==> src/rtl/rvc_expand_decoder.sv <==
// rvc_expand_decoder: RV32C halfword decoded into the 32-bit control bundle, registered one cycle
module rvc_expand_decoder (
    input  logic        clk,
    input  logic        nrst,
    input  logic [15:0] inst,
    output logic        is_compressed,
    output logic [2:0]  dm_select,
    output logic [2:0]  imm_select,
    output logic [1:0]  sel_data,
    output logic [1:0]  store_select,
    output logic [3:0]  alu_op,
    output logic        sel_opA,
    output logic        sel_opB,
    output logic        is_stype,
    output logic        wr_en,
    output logic [4:0]  rs1,
    output logic [4:0]  rs2,
    output logic [4:0]  rd,
    output logic [31:0] imm,
    output logic [19:0] jt
);
    logic        is_compressed_d, is_compressed_q;
    logic [2:0]  dm_select_d, dm_select_q;
    logic [2:0]  imm_select_d, imm_select_q;
    logic [1:0]  sel_data_d, sel_data_q;
    logic [1:0]  store_select_d, store_select_q;
    logic [3:0]  alu_op_d, alu_op_q;
    logic        sel_opA_d, sel_opA_q;
    logic        sel_opB_d, sel_opB_q;
    logic        is_stype_d, is_stype_q;
    logic        wr_en_d, wr_en_q;
    logic [4:0]  rs1_d, rs1_q;
    logic [4:0]  rs2_d, rs2_q;
    logic [4:0]  rd_d, rd_q;
    logic [31:0] imm_d, imm_q;
    logic [19:0] jt_d, jt_q;
    logic [4:0]  rp1, rp2, r, s;
    logic [31:0] imm6;
    assign rp1  = {2'b01, inst[9:7]};
    assign rp2  = {2'b01, inst[4:2]};
    assign r    = inst[11:7];
    assign s    = inst[6:2];
    assign imm6 = {{26{inst[12]}}, inst[12], inst[6:2]};

    // Combinational decode of the halfword; anything not matched stays NOP
    always_comb begin
        is_compressed_d = inst[1:0] != 2'b11;
        dm_select_d     = 3'd0;
        imm_select_d    = 3'd0;
        sel_data_d      = 2'd0;
        store_select_d  = 2'd0;
        alu_op_d        = 4'd0;
        sel_opA_d       = 1'b0;
        sel_opB_d       = 1'b0;
        is_stype_d      = 1'b0;
        wr_en_d         = 1'b0;
        rs1_d           = 5'd0;
        rs2_d           = 5'd0;
        rd_d            = 5'd0;
        imm_d           = 32'd0;
        case ({inst[1:0], inst[15:13]})
            5'b00_000: if (|inst[12:5]) begin
                rd_d = rp2; rs1_d = 5'd2; sel_opB_d = 1'b1; wr_en_d = 1'b1; imm_select_d = 3'b001;
                imm_d = {22'd0, inst[10:7], inst[12:11], inst[5], inst[6], 2'b00};
            end
            5'b00_010: begin
                rs1_d = rp1; rd_d = rp2; dm_select_d = 3'b010; sel_data_d = 2'b01;
                wr_en_d = 1'b1; sel_opB_d = 1'b1; imm_select_d = 3'b001;
                imm_d = {25'd0, inst[5], inst[12:10], inst[6], 2'b00};
            end
            5'b00_110: begin
                rs1_d = rp1; rs2_d = rp2; is_stype_d = 1'b1; store_select_d = 2'b10;
                sel_opB_d = 1'b1; imm_select_d = 3'b010;
                imm_d = {25'd0, inst[5], inst[12:10], inst[6], 2'b00};
            end
            5'b01_000, 5'b01_010: begin
                rd_d = r; rs1_d = inst[14] ? 5'd0 : r; imm_d = imm6;
                sel_opB_d = 1'b1; wr_en_d = 1'b1; imm_select_d = 3'b001;
            end
            5'b01_001, 5'b01_101: begin
                imm_d = {{21{inst[12]}}, inst[8], inst[10:9], inst[6], inst[7], inst[2], inst[11], inst[5:3], 1'b0};
                imm_select_d = 3'b101; sel_opA_d = 1'b1; sel_opB_d = 1'b1;
                if (!inst[15]) begin
                    rd_d = 5'd1; wr_en_d = 1'b1; sel_data_d = 2'b10;
                end
            end
            5'b01_011: if (|{inst[12], inst[6:2]}) begin
                wr_en_d = 1'b1; sel_opB_d = 1'b1; rd_d = r;
                if (r == 5'd2) begin
                    rs1_d = 5'd2; imm_select_d = 3'b001;
                    imm_d = {{23{inst[12]}}, inst[4:3], inst[5], inst[2], inst[6], 4'b0000};
                end else begin
                    alu_op_d = 4'd10; imm_select_d = 3'b100;
                    imm_d = {{14{inst[12]}}, inst[12], inst[6:2], 12'd0};
                end
            end
            5'b01_100: if (!(inst[12] && inst[11:10] != 2'b10)) begin
                rd_d = rp1; rs1_d = rp1; wr_en_d = 1'b1;
                if (inst[11:10] == 2'b11) begin
                    rs2_d = rp2;
                    alu_op_d = inst[6] ? (inst[5] ? 4'd2 : 4'd3) : (inst[5] ? 4'd4 : 4'd1);
                end else begin
                    sel_opB_d = 1'b1; imm_select_d = 3'b001;
                    imm_d = inst[11] ? imm6 : {27'd0, inst[6:2]};
                    alu_op_d = inst[11] ? 4'd2 : (inst[10] ? 4'd7 : 4'd6);
                end
            end
            5'b01_110, 5'b01_111: begin
                rs1_d = rp1; alu_op_d = 4'd1; imm_select_d = inst[13] ? 3'b110 : 3'b011;
                imm_d = {{24{inst[12]}}, inst[6:5], inst[2], inst[11:10], inst[4:3], 1'b0};
            end
            5'b10_000: if (!inst[12]) begin
                rd_d = r; rs1_d = r; imm_d = {27'd0, s}; sel_opB_d = 1'b1;
                imm_select_d = 3'b001; alu_op_d = 4'd5; wr_en_d = 1'b1;
            end
            5'b10_010: if (r != 5'd0) begin
                rs1_d = 5'd2; rd_d = r; dm_select_d = 3'b010; sel_data_d = 2'b01;
                wr_en_d = 1'b1; sel_opB_d = 1'b1; imm_select_d = 3'b001;
                imm_d = {24'd0, inst[3:2], inst[12], inst[6:4], 2'b00};
            end
            5'b10_100: if (s != 5'd0) begin
                rd_d = r; rs2_d = s; wr_en_d = 1'b1; rs1_d = inst[12] ? r : 5'd0;
            end else if (r != 5'd0) begin
                rs1_d = r; imm_select_d = 3'b111;
                if (inst[12]) begin
                    rd_d = 5'd1; sel_data_d = 2'b10; wr_en_d = 1'b1;
                end
            end
            5'b10_110: begin
                rs1_d = 5'd2; rs2_d = s; is_stype_d = 1'b1; store_select_d = 2'b10;
                sel_opB_d = 1'b1; imm_select_d = 3'b010;
                imm_d = {24'd0, inst[8:7], inst[12:9], 2'b00};
            end
            default: ;
        endcase
        jt_d = (imm_select_d inside {3'b011, 3'b101, 3'b110}) ? imm_d[20:1] : 20'd0;
    end

    // Register the decode bundle; asynchronous clear to NOP
    always_ff @(posedge clk or negedge nrst) begin
        if (!nrst) begin
            is_compressed_q <= 1'b0;
            dm_select_q     <= 3'd0;
            imm_select_q    <= 3'd0;
            sel_data_q      <= 2'd0;
            store_select_q  <= 2'd0;
            alu_op_q        <= 4'd0;
            sel_opA_q       <= 1'b0;
            sel_opB_q       <= 1'b0;
            is_stype_q      <= 1'b0;
            wr_en_q         <= 1'b0;
            rs1_q           <= 5'd0;
            rs2_q           <= 5'd0;
            rd_q            <= 5'd0;
            imm_q           <= 32'd0;
            jt_q            <= 20'd0;
        end else begin
            is_compressed_q <= is_compressed_d;
            dm_select_q     <= dm_select_d;
            imm_select_q    <= imm_select_d;
            sel_data_q      <= sel_data_d;
            store_select_q  <= store_select_d;
            alu_op_q        <= alu_op_d;
            sel_opA_q       <= sel_opA_d;
            sel_opB_q       <= sel_opB_d;
            is_stype_q      <= is_stype_d;
            wr_en_q         <= wr_en_d;
            rs1_q           <= rs1_d;
            rs2_q           <= rs2_d;
            rd_q            <= rd_d;
            imm_q           <= imm_d;
            jt_q            <= jt_d;
        end
    end

    assign is_compressed = is_compressed_q;
    assign dm_select     = dm_select_q;
    assign imm_select    = imm_select_q;
    assign sel_data      = sel_data_q;
    assign store_select  = store_select_q;
    assign alu_op        = alu_op_q;
    assign sel_opA       = sel_opA_q;
    assign sel_opB       = sel_opB_q;
    assign is_stype      = is_stype_q;
    assign wr_en         = wr_en_q;
    assign rs1           = rs1_q;
    assign rs2           = rs2_q;
    assign rd            = rd_q;
    assign imm           = imm_q;
    assign jt            = jt_q;
endmodule

==> config.mk <==
export PLATFORM = sky130hd
export DESIGN_NAME = rvc_expand_decoder
export DESIGN_NICKNAME = d
export VERILOG_FILES = /design/src/rtl/rvc_expand_decoder.sv
export SDC_FILE = /design/constraint.sdc
export NUM_CORES = 1
export LEC_CHECK = 0
export ABC_AREA = 1
export BUFFER_PORTS_ARGS = -buffer_cell sky130_fd_sc_hd__buf_2
export CAP_MARGIN = 20
export CORE_ASPECT_RATIO = 0.9
export CORE_UTILIZATION = 46
export DETAILED_ROUTE_END_ITERATION = 7
export PLACE_DENSITY = 0.74
export RECOVER_POWER = 100
export SLEW_MARGIN = 20
export SYNTH_ARGS = -nofsm -noshare
export SYNTH_HDL_FRONTEND = slang
export SYNTH_SLANG_ARGS = --single-unit
==> constraint.sdc <==
create_clock -name clk -period 1.4 [get_ports clk]
set_input_delay 0.28 -clock clk [delete_from_list [all_inputs] [get_ports clk]]
set_output_delay 0.28 -clock clk [all_outputs]
set_load 0.005 [all_outputs]
Word level (Yosys, flattened, before mapping)
Index checks and enable logic that the tools add are counted.
{ "op_classes": {"muxes": 78, "n_reduce_logical": 15, "n_eq_ne": 21} }
{ "ops": {"columns": ["cell", "n"], "rows": [
  ["32-bit one-hot mux with 10 select lines", 1],
  ["32-bit two-way mux", 4],
  ["5-bit one-hot mux with 9 select lines", 2],
  ["5-bit two-way mux", 9],
  ["5-bit by 4-bit == test with 1-bit output (second input constant)", 8],
  ["3-bit two-way mux", 11],
  ["3-bit one-hot mux with 10 select lines", 1],
  ["1-bit two-way mux", 24],
  ["4-bit two-way mux", 6],
  ["5-bit == test (second input constant)", 4],
  ["2-bit two-way mux", 10],
  ["20-bit two-way mux", 1],
  ["5-bit one-hot mux with 4 select lines", 1],
  ["17-bit two-way mux", 1],
  ["4-bit one-hot mux with 4 select lines", 1],
  ["5-bit by 2-bit == test with 1-bit output (second input constant)", 2],
  ["10-bit two-way mux", 1],
  ["5-bit nonzero test", 2],
  ["2-bit OR reduction", 5],
  ["8-bit two-way mux", 1],
  ["1-bit one-hot mux with 8 select lines", 1],
  ["2-bit one-hot mux with 4 select lines", 1],
  ["8-bit OR reduction", 1],
  ["7-bit OR reduction", 1],
  ["other kinds (13)", 15]
]} }
{ "word_totals": {"output_inout_bits": 86, "input_bits": 18, "elab_cells": 129, "reg_bits": 86} }

Logic depth before layout (Yosys ltp)
{ "logic_depth": {"depth_word": 7, "depth_mapped": 11, "mapped_depth_nobuf": 11} }

Least setup slack after synthesis
Ideal clock, no wire load.
{ "synth_timing": {"path_type": "input port to flip-flop", "startpoint": "in inst[12]", "endpoint": "reg jt_q[8] (netlist: jt[8])", "setup_time_ns": 0.126, "path_stages": 8, "path_buffers": 2, "required_ns": 1.274, "path_slack_ns": 0.002, "arrival_ns": 1.272, "cell_sequence": "buf_2 -> inv_1 -> clkbuf_1 -> nor2_1 -> nor2_2 -> nand2_1 -> nor2_2 -> a21oi_1"} }
{ "synth_via": {"elab_chain_len": 6, "elab_cells_between_ends": 20, "classes_between": "eq/ne: 3; mux: 13; reduce/logical: 4"} }
{ "synth_lines": {"columns": ["element", "line", "rtl"], "rows": [
  ["from (decl)", "5", "input logic [15:0] inst,"],
  ["8-bit OR reduction, or another cell as far along", "62", "5'b00_000: if (|inst[12:5]) begin"],
  ["1-bit two-way mux, or another cell as far along", "62", null],
  ["3-bit one-hot mux with 10 select lines", "61", "case ({inst[1:0], inst[15:13]})"],
  ["3-bit by 2-bit == test with 1-bit output / 3-bit == test (equally long branches)", "136", "jt_d = (imm_select_d inside {3'b011, 3'b101, 3'b110}) ? imm_d[20:1] : 20'd0;"],
  ["3-bit nonzero test", "136", null],
  ["20-bit two-way mux (*)", "136", null],
  ["via jt_d[8]", "36", "logic [19:0] jt_d, jt_q;"],
  ["to (signal assigned)", "172", "jt_q <= jt_d;"],
  ["to (decl)", "36", null]
]} }
The timed path passes the listed nets; every way through them passes the cells marked *.

Worst setup path in the final report
{ "layout_timing": {"startpoint": "in inst[0]", "endpoint": "reg jt_q[9] (netlist: jt[9])"} }
{ "layout_via": {"elab_chain_len": 6, "elab_cells_between_ends": 28, "classes_between": "eq/ne: 17; mux: 3; reduce/logical: 8"} }
{ "layout_lines": {"columns": ["element", "line"], "rows": [
  ["5-bit by 4-bit == test with 1-bit output, or another cell as far along", "61"],
  ["3-bit OR reduction (no source line), or another cell as far along", null],
  ["3-bit one-hot mux with 10 select lines", "61"],
  ["3-bit by 2-bit == test with 1-bit output / 3-bit == test (equally long branches)", "136"],
  ["3-bit nonzero test", "136"],
  ["20-bit two-way mux (*)", "136"],
  ["via jt_d[9]", "36"]
]} }
Marked as above.

==> results by group <==
Synthesis
  – Number of flops mapped to enable cells by yosys: 0
  – Number of instances in the synthesized netlist: 389
  – Number of warnings printed during yosys synthesis: 0
  – Async set-or-reset flop fraction in the synthesized netlist: 100%
  – Seq/Total Area, Yosys: 51.7%
  – Post-synth top flop: sky130_fd_sc_hd__dfrtp_1
  – Post-synthesis average cell area: 8.08 sq um
  – Netlist Area Pre-Place: 3140 sq um
  – #FFs+latches synth: 65
  – Count of distinct cell types in the synthesized netlist: 29

GRT
  – Combined global-route utilization of all metal layers: 28.7%
  – M2 GR Usage: 44.8%
  – Global-route met1 utilization: 39.0%
  – Largest net degree at the start of global routing: 66
  – Via count of the first global-routing pass: 2822
  – Most crowded layer after global routing: met2
  – Congestion Overflow GR: 0
  – First-pass GRT wire length: 14500 um
  – Initial antenna violation count: 0
  – Met3 capacity usage during global routing: 7.30%

Floorplan
  – Initial core utilization: 47.7%
  – Std-Cell Rows: 28
  – Floorplan core area: 6590 sq um
  – Die Height: 80.4 um
  – Number of top-level design ports: 104
  – Width of the die: 89.2 um
  – Die area: 7170 sq um

Route
  – Final antenna-violating net count: 0
  – Residual DRC: 0
  – Average via count per standard cell: 4.93
  – Routed wire length per instance: 15.1 um
  – DR pass1 iterations: 7
  – First-iteration detailed-routing DRC count: 195
  – Routed wire length: 9710 um
  – Number of vias after detailed routing: 3173

Clocking
  – Clock tree root driver cell: sky130_fd_sc_hd__clkbuf_8
  – Clock Pin Slew Worst Setup and Hold Paths: 0.07 ns
  – Number of clock sinks: 65
  – Clock tree from TritonCTS: yes
  – Number of levels the H-tree was split into: 3
  – Setup repair bufs after CTS: 0
  – Max Buffers Root-to-Sink: 2
  – Number of buffers created by CTS: 9

Final layout
  – Filler Cells Inserted: 633
  – Most frequent standard cell in the layout excluding fill and tap cells: sky130_fd_sc_hd__nand2_1
  – Fraction of final layout cells with drive strength greater than 1: 28.3%
  – Total number of nets in the final design: 567
  – Diodes inserted: 0
  – Final core utilization: 64.4%
  – Leading cell types in the layout, fill and taps excluded: sky130_fd_sc_hd__nand2_1, sky130_fd_sc_hd__buf_4, sky130_fd_sc_hd__dfrtp_1
  – Area added between synthesis and finish: 35.0%

Timing
  – Unrepaired setup endpoints after global routing: yes
  – Relative slew slack: 48.7%
  – Final hold violation count: 0
  – # setup viols final: 0
  – Count of final max-slew check failures: 0
  – Worst hold margin: 0.164 ns
  – Fmax achieved: 738 MHz
  – Setup tns final: 0 ns
  – Final setup slack of the worst path: 0.0443 ns
  – Measured slew at the worst slew-check pin: 0.770 ns
  – Tmin final: 1.36 ns
  – Crit share post-route: 96.8%

Critical path
  – Type of origin of the critical path: input pin
  – Signal arrival time at the worst endpoint: 1.59 ns
  – CP Data Required Time: 1.63 ns
  – WS Path Type: in2reg
  – Crit path max fanout: 6
  – Type of element capturing the critical path: register

Worst hold path
  – Worst hold path class: in2reg
  – WHS Endpoint: is_compressed
  – Hold Path Stages: 2
  – Worst Hold Launch: inst[0]

Power and ir drop
  – P_leak: 2.50 nW
  – Pwr/cell area: 939 nW/um^2
  – Overall Power: 0.00399 W
  – VDD IR-drop max: 0.586 mV

Status
  – Outcome: completed

Job
  – Number of violations of the max-capacitance limit: 0

Placement
  – Routability congestion estimate from global placement: 0.930
  – Number of input and output port buffers inserted: 100
  – Setup WS pre-CTS: -0.347 ns
  – HPWL reported at the end of detailed placement: 7670 um
==> layout make-up <==
cell class,instances,area (sq um),area share [%]
clock buffers,9,124,2.92
clock inverters,7,46.3,1.09
inverters,45,169,3.98
multi-input cells,251,1160,27.3
flip-flops and latches,65,1630,38.4
well taps,90,113,2.65
repair buffers,177,1010,23.7
==> worst max-delay path, stage by stage <==
cell and delay (ns):
sky130_fd_sc_hd__buf_2 0.14, sky130_fd_sc_hd__buf_4 0.14, sky130_fd_sc_hd__nand2_2 0.09, sky130_fd_sc_hd__nor2_2 0.07, sky130_fd_sc_hd__nand2_1 0.17, sky130_fd_sc_hd__nor2_1 0.06
sky130_fd_sc_hd__nor2_1 0.24, sky130_fd_sc_hd__nand2_1 0.13, sky130_fd_sc_hd__nor2_2 0.18, sky130_fd_sc_hd__a21oi_1 0.09
==> flip-flops by register name, indices dropped and copies added, names as in the netlist, 2 cells and up <==
signal      cells
rd              5
imm            18
rs2             5
imm_select      3
rs1             5
alu_op          4
sel_data        2
jt             17
==> worst max path at each step <==
stage,slack (ns),from,endpoint,cells past startpoint
2_1_floorplan,0.002,inst[12],jt[8],8
3_3_place_gp,-0.33,inst[14],jt[5],9
3_5_place_dp,-0.35,inst[14],jt[5],9
4_1_cts,0.01,inst[14],jt[3],12
5_1_grt,-0.03,inst[0],jt[14],8
6_report,0.04,inst[0],jt[9],10
==> cell families after synthesis <==
group	Yosys count	synth area share [%]
AO/OA/AOI/OAI	52	9.07
buffers and inverters	75	11.9
flip-flops	65	51.7
other	1	0.119
AND/OR/NAND/NOR	196	27.2
==> power by group <==
group	switching (W)	leakage, nW	internal (W)
Sequential	0.0000239	0.881	0.00196
Combinational	0.000361	1.53	0.000235
Clock	0.000769	0.0931	0.000640
==> Yosys cell counts (all sizes together) (3+ instances only) <==
cell / n / area [sq um]
a21oi: 25 / 129
buf: 26 / 189
clkbuf: 4 / 15.0
dfrtp: 65 / 1630
inv: 45 / 169
nand2: 88 / 333
nand3: 27 / 145
nand4: 6 / 43.8
nor2: 69 / 297
nor3: 5 / 30.0
o211ai: 3 / 27.5
o21ai: 19 / 95.1
o22ai: 3 / 18.8
==> what timing repair did <==
| item | in CTS | in global routing |
|---|---|---|
| gates resized for setup | 0 | 4 |
| endpoints found under the setup margin | 0 | 37 |
| hold endpoints to repair | 65 | 0 |
| hold buffers | 1 | 0 |
==> routing by layer <==
layer  part of all wire (%)  wire length, um
met5                      0                0
met4                    1.9              185
met3                    9.5              921
met2                     46             4510
met1                     42             4090
==> through the flow <==
stage          std cells  cell area (sq um)
6_report             644               4240
3_3_place_gp         627               4160
2_1_floorplan        391               3150
5_1_grt              644               4240
3_5_place_dp         627               4160
4_1_cts              644               4340
Power figures use the tool's default switching activity.
